===== src/rtl/lc3b_types.sv =====
// lc3b_types: shared LC-3b datapath types.
//   lc3b_word / lc3b_four / lc3b_nzp  - 16/4/3-bit field types
//   lc3b_mem_state                    - memory-access stage FSM states
//   CS_*                              - bit positions inside the 4-bit cs word
//   cs_is_mem()                       - true when an instruction touches memory
package lc3b_types;

    typedef logic [15:0] lc3b_word;
    typedef logic [3:0]  lc3b_four;
    typedef logic [2:0]  lc3b_nzp;

    typedef enum logic [1:0] {
        MS_IDLE     = 2'd0,
        MS_ACCESS   = 2'd1,
        MS_INDIRECT = 2'd2,
        MS_COMPLETE = 2'd3
    } lc3b_mem_state;

    localparam int CS_MEM_READ  = 0;
    localparam int CS_MEM_WRITE = 1;
    localparam int CS_INDIRECT  = 2;
    localparam int CS_BYTE      = 3;

    // Indirect counts as a memory op even with no read/write bit: it always
    // fetches a pointer first.
    function automatic logic cs_is_mem(input lc3b_four cs);
        return cs[CS_MEM_READ] | cs[CS_MEM_WRITE] | cs[CS_INDIRECT];
    endfunction

endpackage


===== src/rtl/mem_byte_align.sv =====
// mem_byte_align: combinational byte-lane handling for the data-memory port.
//   i_byte   - byte access (only meaningful on the final access)
//   i_addr0  - address bit 0, selects the high (1) or low (0) byte
//   i_write  - current access is a store
//   i_rdata  - raw memory read word      -> o_rdata: extracted/zero-extended result
//   i_wdata  - store data                -> o_wdata: byte replicated to both lanes
//   o_be     - byte enables: 11 word store, 10/01 byte store, 00 for reads
module mem_byte_align
    import lc3b_types::*;
(
    input  logic        i_byte,
    input  logic        i_addr0,
    input  logic        i_write,
    input  logic [15:0] i_rdata,
    input  logic [15:0] i_wdata,
    output logic [15:0] o_rdata,
    output logic [15:0] o_wdata,
    output logic [1:0]  o_be
);

    always_comb begin
        o_rdata = i_rdata;
        o_wdata = i_wdata;
        o_be    = i_write ? 2'b11 : 2'b00;
        if (i_byte) begin
            o_rdata = i_addr0 ? {8'h00, i_rdata[15:8]} : {8'h00, i_rdata[7:0]};
            // Replicate so the byte is on the right lane whichever one is enabled.
            o_wdata = {i_wdata[7:0], i_wdata[7:0]};
            if (i_write) o_be = i_addr0 ? 2'b10 : 2'b01;
        end
    end

endmodule


===== src/rtl/mem_access_stage.sv =====
// mem_access_stage: memory-access pipeline stage feeding the MEM/WB register.
// Runs the data-memory handshake for loads, stores, byte accesses and LDI/STI,
// stalls upstream while memory is busy, and pulses wb_load with the results.
//   clk, reset_n (async, active-low)
//   stage_valid, ex_* (EX/MEM contents)       -> inputs from EX/MEM
//   stall                                     -> hold EX/MEM and upstream
//   mem_address/wdata/read/write/byte_enable  -> data-memory request
//   mem_rdata, mem_resp                       <- data-memory response
//   wb_load, wb_*                             -> MEM/WB load strobe and contents
//   mem_error                                 -> sticky timeout flag
// Optional feature: define MEM_TIMEOUT_EN to abort accesses that get no
// mem_resp within TIMEOUT waiting cycles (sets mem_error, read result 0).
module mem_access_stage
    import lc3b_types::*;
#(
    parameter int TIMEOUT = 255
) (
    input  logic        clk,
    input  logic        reset_n,
    input  logic        stage_valid,
    input  logic [15:0] ex_address,
    input  logic [15:0] ex_data,
    input  logic [15:0] ex_npc,
    input  logic [15:0] ex_aluresult,
    input  logic [15:0] ex_ir,
    input  logic [3:0]  ex_cs,
    input  logic [2:0]  ex_drid,
    output logic        stall,
    output logic [15:0] mem_address,
    output logic [15:0] mem_wdata,
    output logic        mem_read,
    output logic        mem_write,
    output logic [1:0]  mem_byte_enable,
    input  logic [15:0] mem_rdata,
    input  logic        mem_resp,
    output logic        wb_load,
    output logic [15:0] wb_address,
    output logic [15:0] wb_data,
    output logic [15:0] wb_npc,
    output logic [15:0] wb_aluresult,
    output logic [15:0] wb_ir,
    output logic [3:0]  wb_cs,
    output logic [2:0]  wb_drid,
    output logic        mem_error
);

    if (TIMEOUT < 1) begin : g_bad_timeout
        $error("mem_access_stage: TIMEOUT must be at least 1");
    end

    lc3b_mem_state r_state, w_next;

    lc3b_word r_address, r_data, r_npc, r_alu, r_ir, r_ptr, r_rdata;
    lc3b_four r_cs;
    lc3b_nzp  r_drid;

    logic     w_is_mem, w_accept, w_busy, w_final, w_write, w_timeout;
    lc3b_word w_addr, w_al_rdata, w_al_wdata;
    logic [1:0] w_al_be;

    assign w_is_mem = cs_is_mem(ex_cs);
    assign w_accept = (r_state == MS_IDLE) && stage_valid && w_is_mem;
    assign w_busy   = (r_state == MS_ACCESS) || (r_state == MS_INDIRECT);
    // The pointer fetch of an indirect is never the final access.
    assign w_final  = ((r_state == MS_ACCESS) && !r_cs[CS_INDIRECT]) ||
                      (r_state == MS_INDIRECT);
    assign w_write  = w_final && r_cs[CS_MEM_WRITE];
    assign w_addr   = (r_state == MS_INDIRECT) ? r_ptr : r_address;

    mem_byte_align u_align (
        .i_byte  (w_final && r_cs[CS_BYTE]),
        .i_addr0 (w_addr[0]),
        .i_write (w_write),
        .i_rdata (mem_rdata),
        .i_wdata (r_data),
        .o_rdata (w_al_rdata),
        .o_wdata (w_al_wdata),
        .o_be    (w_al_be)
    );

`ifdef MEM_TIMEOUT_EN
    localparam int TW = (TIMEOUT > 1) ? $clog2(TIMEOUT) : 1;
    logic [TW-1:0] r_tcnt;
    logic          r_err;

    // Counter holds the number of waiting cycles already spent in this
    // access; the TIMEOUT-th unanswered cycle forces completion.
    assign w_timeout = w_busy && !mem_resp && (r_tcnt == TW'(TIMEOUT - 1));

    always_ff @(posedge clk or negedge reset_n) begin
        if (!reset_n) begin
            r_tcnt <= '0;
            r_err  <= 1'b0;
        end else begin
            if (w_next != r_state)
                r_tcnt <= '0;
            else if (w_busy && !mem_resp)
                r_tcnt <= r_tcnt + 1'b1;
            if (w_timeout) r_err <= 1'b1;
        end
    end

    assign mem_error = r_err;
`else
    assign w_timeout = 1'b0;
    assign mem_error = 1'b0;
`endif

    always_comb begin
        w_next = r_state;
        case (r_state)
            MS_IDLE:     if (w_accept) w_next = MS_ACCESS;
            MS_ACCESS: begin
                if (mem_resp)
                    w_next = r_cs[CS_INDIRECT] ? MS_INDIRECT : MS_COMPLETE;
                else if (w_timeout)
                    w_next = MS_COMPLETE;
            end
            MS_INDIRECT: if (mem_resp || w_timeout) w_next = MS_COMPLETE;
            MS_COMPLETE: w_next = MS_IDLE;
            default:     w_next = MS_IDLE;
        endcase
    end

    always_comb begin
        stall           = 1'b0;
        wb_load         = 1'b0;
        mem_read        = w_busy && !w_write;
        mem_write       = w_write;
        mem_address     = w_busy ? w_addr : 16'h0000;
        mem_wdata       = w_busy ? w_al_wdata : 16'h0000;
        mem_byte_enable = w_busy ? w_al_be : 2'b00;
        wb_address      = r_address;
        wb_data         = r_cs[CS_MEM_WRITE] ? r_data : r_rdata;
        wb_npc          = r_npc;
        wb_aluresult    = r_alu;
        wb_ir           = r_ir;
        wb_cs           = r_cs;
        wb_drid         = r_drid;
        case (r_state)
            MS_IDLE: begin
                // Non-memory instructions pass straight through in one cycle.
                stall        = stage_valid && w_is_mem;
                wb_load      = stage_valid && !w_is_mem;
                wb_address   = ex_address;
                wb_data      = ex_data;
                wb_npc       = ex_npc;
                wb_aluresult = ex_aluresult;
                wb_ir        = ex_ir;
                wb_cs        = ex_cs;
                wb_drid      = ex_drid;
            end
            MS_ACCESS, MS_INDIRECT: stall = 1'b1;
            MS_COMPLETE:            wb_load = 1'b1;
            default: ;
        endcase
        // Outputs are forced quiet for the whole reset, not just at the edge.
        if (!reset_n) begin
            stall           = 1'b0;
            wb_load         = 1'b0;
            mem_read        = 1'b0;
            mem_write       = 1'b0;
            mem_address     = 16'h0000;
            mem_wdata       = 16'h0000;
            mem_byte_enable = 2'b00;
            wb_address      = 16'h0000;
            wb_data         = 16'h0000;
            wb_npc          = 16'h0000;
            wb_aluresult    = 16'h0000;
            wb_ir           = 16'h0000;
            wb_cs           = 4'h0;
            wb_drid         = 3'h0;
        end
    end

    always_ff @(posedge clk or negedge reset_n) begin
        if (!reset_n) begin
            r_state   <= MS_IDLE;
            r_address <= '0;
            r_data    <= '0;
            r_npc     <= '0;
            r_alu     <= '0;
            r_ir      <= '0;
            r_cs      <= '0;
            r_drid    <= '0;
            r_ptr     <= '0;
            r_rdata   <= '0;
        end else begin
            r_state <= w_next;
            if (w_accept) begin
                r_address <= ex_address;
                r_data    <= ex_data;
                r_npc     <= ex_npc;
                r_alu     <= ex_aluresult;
                r_ir      <= ex_ir;
                r_cs      <= ex_cs;
                r_drid    <= ex_drid;
                r_rdata   <= '0;
            end
            if (mem_resp && (r_state == MS_ACCESS) && r_cs[CS_INDIRECT])
                r_ptr <= mem_rdata;
            if (mem_resp && w_final && !w_write)
                r_rdata <= w_al_rdata;
            else if (w_timeout)
                r_rdata <= '0;
        end
    end

endmodule


===== config.mk =====
export PLATFORM = sky130hd
export DESIGN_NAME = mem_access_stage
export DESIGN_NICKNAME = d
export VERILOG_FILES = /design/src/rtl/lc3b_types.sv /design/src/rtl/mem_byte_align.sv /design/src/rtl/mem_access_stage.sv
export SDC_FILE = /design/constraint.sdc
export NUM_CORES = 1
export LEC_CHECK = 0
export CORE_ASPECT_RATIO = 0.6
export CORE_UTILIZATION = 47
export DETAILED_ROUTE_END_ITERATION = 10
export GPL_ROUTABILITY_DRIVEN = 1
export HOLD_SLACK_MARGIN = 0.08
export PLACE_DENSITY = 0.9
export REMOVE_ABC_BUFFERS = 1
export SYNTH_ARGS = -nofsm -noshare
export SYNTH_HDL_FRONTEND = slang
export SYNTH_SLANG_ARGS = --single-unit

===== constraint.sdc =====
create_clock -name clk -period 6.07 [get_ports clk]
set_clock_uncertainty 0.1 [all_clocks]
set_input_delay 1.214 -clock clk [delete_from_list [all_inputs] [get_ports clk]]
set_output_delay 1.214 -clock clk [all_outputs]
set_load 0.01 [all_outputs]

* After elaboration in Yosys (flattened, before gate mapping)
Cells that the tools add are included.
** Storage, ports and cells
- Register bits :: 121
- Word-level logic and storage cells :: 81
- Bits of input ports :: 107
** Operators by class
- Equal/unequal tests :: 6
- Bitwise logic cells :: 2
- Reductions and logical operators :: 21
- Muxes and demuxes :: 42
** Operators by type and width (number)
- 16-bit 2-to-1 mux :: 20
- 2-bit 2-to-1 mux :: 9
- 1-bit logical AND :: 12
- 4-bit 2-to-1 mux :: 2
- 8-bit 2-to-1 mux :: 1
- 2-bit case mux with 4 select lines :: 1
- 3-bit 2-to-1 mux :: 2
- 2-bit != test, second input constant :: 3
- 1-bit 2-to-1 mux :: 5
- 2-bit == test, second input constant :: 2
- 1-bit case mux with 2 select lines :: 2
- 1-bit zero test :: 3
- 3-bit AND reduction :: 1
- 2-bit by 1-bit == test with 1-bit output, second input constant :: 1
- 2-bit zero test :: 1
- 1-bit logical OR :: 2
- 1-bit bitwise OR :: 2
- 2-bit nonzero test :: 1
- 2-bit OR reduction :: 1

* Logic depth before layout (Yosys ltp)
- Depth in word-level cells :: 9
- Depth in mapped cells :: 9
- Depth with buffers taken out :: 6

* By module
From an unflattened synthesis, not the netlist that was laid out.
** Second synthesis, totals
- Cells, all modules :: 642
- Area, all modules :: 7234.4 µm²
** Modules (own cells, without submodules)
- mem_access_stage :: cells each 604, instances 1, area an instance 6850.3 µm²
- mem_byte_align :: cells each 38, instances 1, area an instance 384.1 µm²

* Worst setup path after synthesis
No wires, ideal clock.
- Path kind :: input -> output
- Start point :: in ex_cs[1]
- End point :: out stall
- Data arrival time :: 2.106 ns
- Stages :: 6
- Slack :: 2.650 ns
- Cells stage by stage :: nor3_2 > nand3b_1 > buf_4 > buf_6 > nor2b_1 > nor3b_1
** On the way
- Longest elaborated chain between the ends :: 5
** Ends and longest elaborated chain
- from (decl) :: line mem_access_stage.sv:26 : input logic [3:0] ex_cs,
- 1-bit bitwise OR (2 in a row) :: line lc3b_types.sv:27 : return cs[CS_MEM_READ] | cs[CS_MEM_WRITE] | cs[CS_INDIRECT];
- 1-bit logical AND :: line mem_access_stage.sv:143 : stall = stage_valid && w_is_mem;
- 1-bit case mux with 2 select lines :: line mem_access_stage.sv:140 : case (r_state)
- 1-bit 2-to-1 mux :: line mem_access_stage.sv:158 : if (!reset_n) begin
- to (decl) :: line mem_access_stage.sv:28 : output logic stall,
No other way between the ends.

* Final worst setup path
- Start point :: in reset_n
- End point :: out mem_byte_enable[1]
** On the way
- Longest elaborated chain between the ends :: 1
** Ends and longest elaborated chain
- from (decl) :: line mem_access_stage.sv:19 : input logic reset_n,
- 2-bit 2-to-1 mux :: line mem_access_stage.sv:158
- to (decl) :: line mem_access_stage.sv:33 : output logic [1:0] mem_byte_enable,
No other way between the ends.

==> metrics.json <==
{
  "hp-class": {"value": "reg2reg"},
  "worst_ep_arrival_time": {"value": 3.73, "unit": "ns"},
  "post_drt_wl_per_cell": {"value": 18.5, "unit": "µm"},
  "clk_root_buffer_cell": {"value": "sky130_fd_sc_hd__clkbuf_16"},
  "placementRows": {"value": 33},
  "synth.top_cell.area_share": {"value": 43.6, "unit": "%"},
  "max_ir_drop_vdd": {"value": 0.252, "unit": "mV"},
  "clkLatencyLatePin": {"value": 0.40, "unit": "ns"},
  "wl_met2": {"value": 8600, "unit": "µm"},
  "setup_viols_final": {"value": 0},
  "dr.pass1.iters": {"value": 4},
  "yosys.area.top_type": {"value": "sky130_fd_sc_hd__dfrtp_1"},
  "gr-total-overflow": {"value": 0},
  "grt_pass1_vias": {"value": 5530},
  "max_slew_margin": {"value": 25.4, "unit": "%"},
  "vias": {"value": 5399},
  "powerDensity": {"value": 523, "unit": "mW/mm²"},
  "maxCapViolCount": {"value": 0},
  "clock_tree.buffer_depth": {"value": 2},
  "finalWeightedCongestion": {"value": 0.804},
  "final_period_minus_worst_setup_slack": {"value": 5.04, "unit": "ns"},
  "ctsResizeCount": {"value": 0},
  "post_synth_instance_area": {"value": 0.00694, "unit": "mm²"},
  "slew_viol_final": {"value": 0},
  "yosysUniqueCellTypes": {"value": 38},
  "minimum_setup_slack_in_the_final_design": {"value": 1.03, "unit": "ns"},
  "critical_path_required": {"value": 4.76, "unit": "ns"},
  "max_freq": {"value": 198, "unit": "MHz"},
  "setup_repair_after_global_routing_missed_its_margin": {"value": "no"},
  "via_per_inst": {"value": 5.35},
  "cts-hold-fix-buffers": {"value": 0},
  "postSynth.topFlopCell": {"value": "sky130_fd_sc_hd__dfrtp_1"},
  "leakage": {"value": 4.10, "unit": "nW"},
  "tightest_slew": {"value": 1.12, "unit": "ns"},
  "cp-start-kind": {"value": "input port"},
  "area_growth": {"value": 42.4, "unit": "%"},
  "crit_type": {"value": "in2out"},
  "synth_seq_area_share": {"value": 43.6, "unit": "%"},
  "placement.setup.worst_slack": {"value": 1.02, "unit": "ns"},
  "fp.dieW": {"value": 159, "unit": "µm"},
  "ant_nets_after_route": {"value": 0},
  "drive_above_1_share": {"value": 18.7, "unit": "%"},
  "dieArea": {"value": 0.0153, "unit": "mm²"},
  "critical_path_peak_fanout": {"value": 100},
  "totalWireLength": {"value": 18700, "unit": "µm"},
  "fp.dieH": {"value": 96.1, "unit": "µm"},
  "totalNegativeSetupSlack": {"value": 0, "unit": "ns"},
  "port_buffers": {"value": 231},
  "tritoncts.num_buffers": {"value": 17},
  "layout.filler_cells": {"value": 1017},
  "run_status": {"value": "finished clean"},
  "top_level_ports": {"value": 233},
  "totalPowerFinal": {"value": 5.17, "unit": "mW"},
  "route.met3.wl": {"value": 1350, "unit": "µm"},
  "initial_cell_density_of_the_core": {"value": 49.5, "unit": "%"},
  "post_synth.cell_area_avg": {"value": 11.7, "unit": "µm²"},
  "remaining_drc_errors": {"value": 0},
  "final.hold.worst_slack": {"value": 0.390, "unit": "ns"},
  "yosysWarningCount": {"value": 0},
  "design.final.nets": {"value": 919},
  "yosys-top-cells-area": {"value": "sky130_fd_sc_hd__dfrtp_1 (44%), sky130_fd_sc_hd__mux2i_1 (16%), sky130_fd_sc_hd__mux2_2 (15%), sky130_fd_sc_hd__nor2b_1 (6.5%), sky130_fd_sc_hd__mux2_4 (2.2%)"},
  "setup.worst_path.end_class": {"value": "output port"},
  "pin_count_of_the_biggest_net_entering_global_routing": {"value": 101},
  "m1WireLength": {"value": 8580, "unit": "µm"},
  "placeableCoreArea": {"value": 0.0140, "unit": "mm²"},
  "cts_tree": {"value": "done"},
  "synth_enable_flop_cells": {"value": 0},
  "min_period_over_period": {"value": 83.1, "unit": "%"},
  "synthCells": {"value": 594},
  "synth-async-reset-ratio": {"value": 100, "unit": "%"},
  "antenna_violations_before_repair": {"value": 0},
  "clkSinkCount": {"value": 121},
  "highest_layer": {"value": "met4"},
  "clk_pin_slew": {"value": 0.05, "unit": "ns"},
  "cts_max_level": {"value": 4},
  "post-cts-setup-buffers": {"value": 0},
  "hold_viol": {"value": 0},
  "drt_iter0_markers": {"value": 282},
  "global_route_wire_length_before_repair": {"value": 29000, "unit": "µm"},
  "post_dp_hpwl": {"value": 13400, "unit": "µm"},
  "synth_seq_cells": {"value": 121},
  "n_antenna_cell": {"value": 0},
  "groute.usage.overall": {"value": 24.4, "unit": "%"}
}
## path summary, 6_finish.rpt
path	from	to	slack (ns)	cells after the start
hold reg to reg	r_rdata[5]	r_rdata[5]	0.39	1
max in group asynchronous	reset_n	r_npc[11]	3.98	2
hold / removal	r_rdata[5]	r_rdata[5]	0.39	1
setup reg to reg	r_state[0]	r_address[7]	2.95	6
min in group asynchronous	reset_n	r_data[0]	0.73	1
setup / recovery	reset_n	mem_byte_enable[1]	1.03	4
## layer usage
metal / track usage, % / vias to the layer above
li1: - / 2507
met1: 32.1 / 2667
met2: 40.1 / 209
met3: 7.20 / 16
met4: 5.37 / 0
met5: 0 / -
## power breakdown
group / total, mW / switching, mW / internal (mW) / leakage, nW
clock network: 0.989 / 0.349 / 0.640 / 0.284
registers: 1.50 / 0.286 / 1.21 / 1.46
logic: 2.69 / 1.19 / 1.50 / 2.35
## Yosys cell counts (3+ instances only)
cell type	number
sky130_fd_sc_hd__a32o_1	9
sky130_fd_sc_hd__and2_1	17
sky130_fd_sc_hd__and3_1	9
sky130_fd_sc_hd__buf_2	13
sky130_fd_sc_hd__buf_4	10
sky130_fd_sc_hd__buf_6	7
sky130_fd_sc_hd__clkbuf_1	16
sky130_fd_sc_hd__dfrtp_1	121
sky130_fd_sc_hd__ha_1	5
sky130_fd_sc_hd__mux2_2	93
sky130_fd_sc_hd__mux2_4	10
sky130_fd_sc_hd__mux2i_1	111
sky130_fd_sc_hd__nand2_1	19
sky130_fd_sc_hd__nor2_1	26
sky130_fd_sc_hd__nor2b_1	72
sky130_fd_sc_hd__nor3b_1	3
sky130_fd_sc_hd__o21ai_0	16
sky130_fd_sc_hd__o22ai_1	8
sky130_fd_sc_hd__o2bb2ai_1	8
## sequential cells by signal, indices dropped and copies added, names as in the netlist
name,cells
r_state,2
r_data,16
r_npc,16
r_rdata,16
r_cs,4
r_address,16
r_ptr,16
r_alu,16
r_drid,3
r_ir,16
## placed cells by master (no fill, tap or decap), types with 2 or more instances in the layout
cell type,n
sky130_fd_sc_hd__clkdlybuf4s50_1,230
sky130_fd_sc_hd__dfrtp_1,121
sky130_fd_sc_hd__mux2i_1,111
sky130_fd_sc_hd__mux2_2,93
sky130_fd_sc_hd__nor2b_1,72
sky130_fd_sc_hd__nor2_1,26
sky130_fd_sc_hd__nand2_1,19
sky130_fd_sc_hd__and2_1,17
sky130_fd_sc_hd__clkbuf_16,17
sky130_fd_sc_hd__o21ai_0,16
sky130_fd_sc_hd__mux2_4,10
sky130_fd_sc_hd__and3_1,9
sky130_fd_sc_hd__a32o_1,9
sky130_fd_sc_hd__o22ai_1,8
sky130_fd_sc_hd__o2bb2ai_1,8
sky130_fd_sc_hd__buf_4,8
sky130_fd_sc_hd__ha_1,4
sky130_fd_sc_hd__clkinv_2,4
sky130_fd_sc_hd__clkbuf_8,4
sky130_fd_sc_hd__nor3b_1,3
sky130_fd_sc_hd__inv_1,2
sky130_fd_sc_hd__a21oi_2,2
sky130_fd_sc_hd__bufinv_16,2
sky130_fd_sc_hd__clkinvlp_4,2
## through the flow
stage,area [µm²],util (%),cells
after floorplan,6660,-,548
after global placement,9310,66.3,980
after detailed placement,9310,66.3,980
after CTS,9890,70.4,1010
after global routing,9890,70.4,1010
final,9890,70.4,1010
## kinds of logic (layout without fill, tap and decap cells)
logic type / after synthesis / count (layout) / share of synthesized area (%)
muxes: 214 / 214 / 33.2
adders and majority gates: 5 / 5 / 0.901
other: 1 / 1 / 0.0540
buffers and inverters: 49 / 273 / 4.18
DFF: 121 / 121 / 43.6
and+or+nand+nor: 155 / 155 / 12.8
AOI/OAI and AO/OA: 49 / 49 / 5.21
## worst max-delay path, stage by stage
cell	delay [ns]
sky130_fd_sc_hd__buf_6	0.50
sky130_fd_sc_hd__nand2_1	0.87
sky130_fd_sc_hd__a211oi_1	0.46
sky130_fd_sc_hd__clkdlybuf4s50_1	0.60
## layout make-up
type / instances / area [µm²] / share of cell area [%]
clock buffers: 22 / 484 / 4.90
clock inverters: 8 / 95.1 / 0.962
inverters: 3 / 11.3 / 0.114
multi-input cells: 424 / 3640 / 36.8
flip-flops and latches: 121 / 3030 / 30.6
well taps: 192 / 240 / 2.43
repair buffers: 240 / 2390 / 24.2
(Power assumes the default switching activity.)
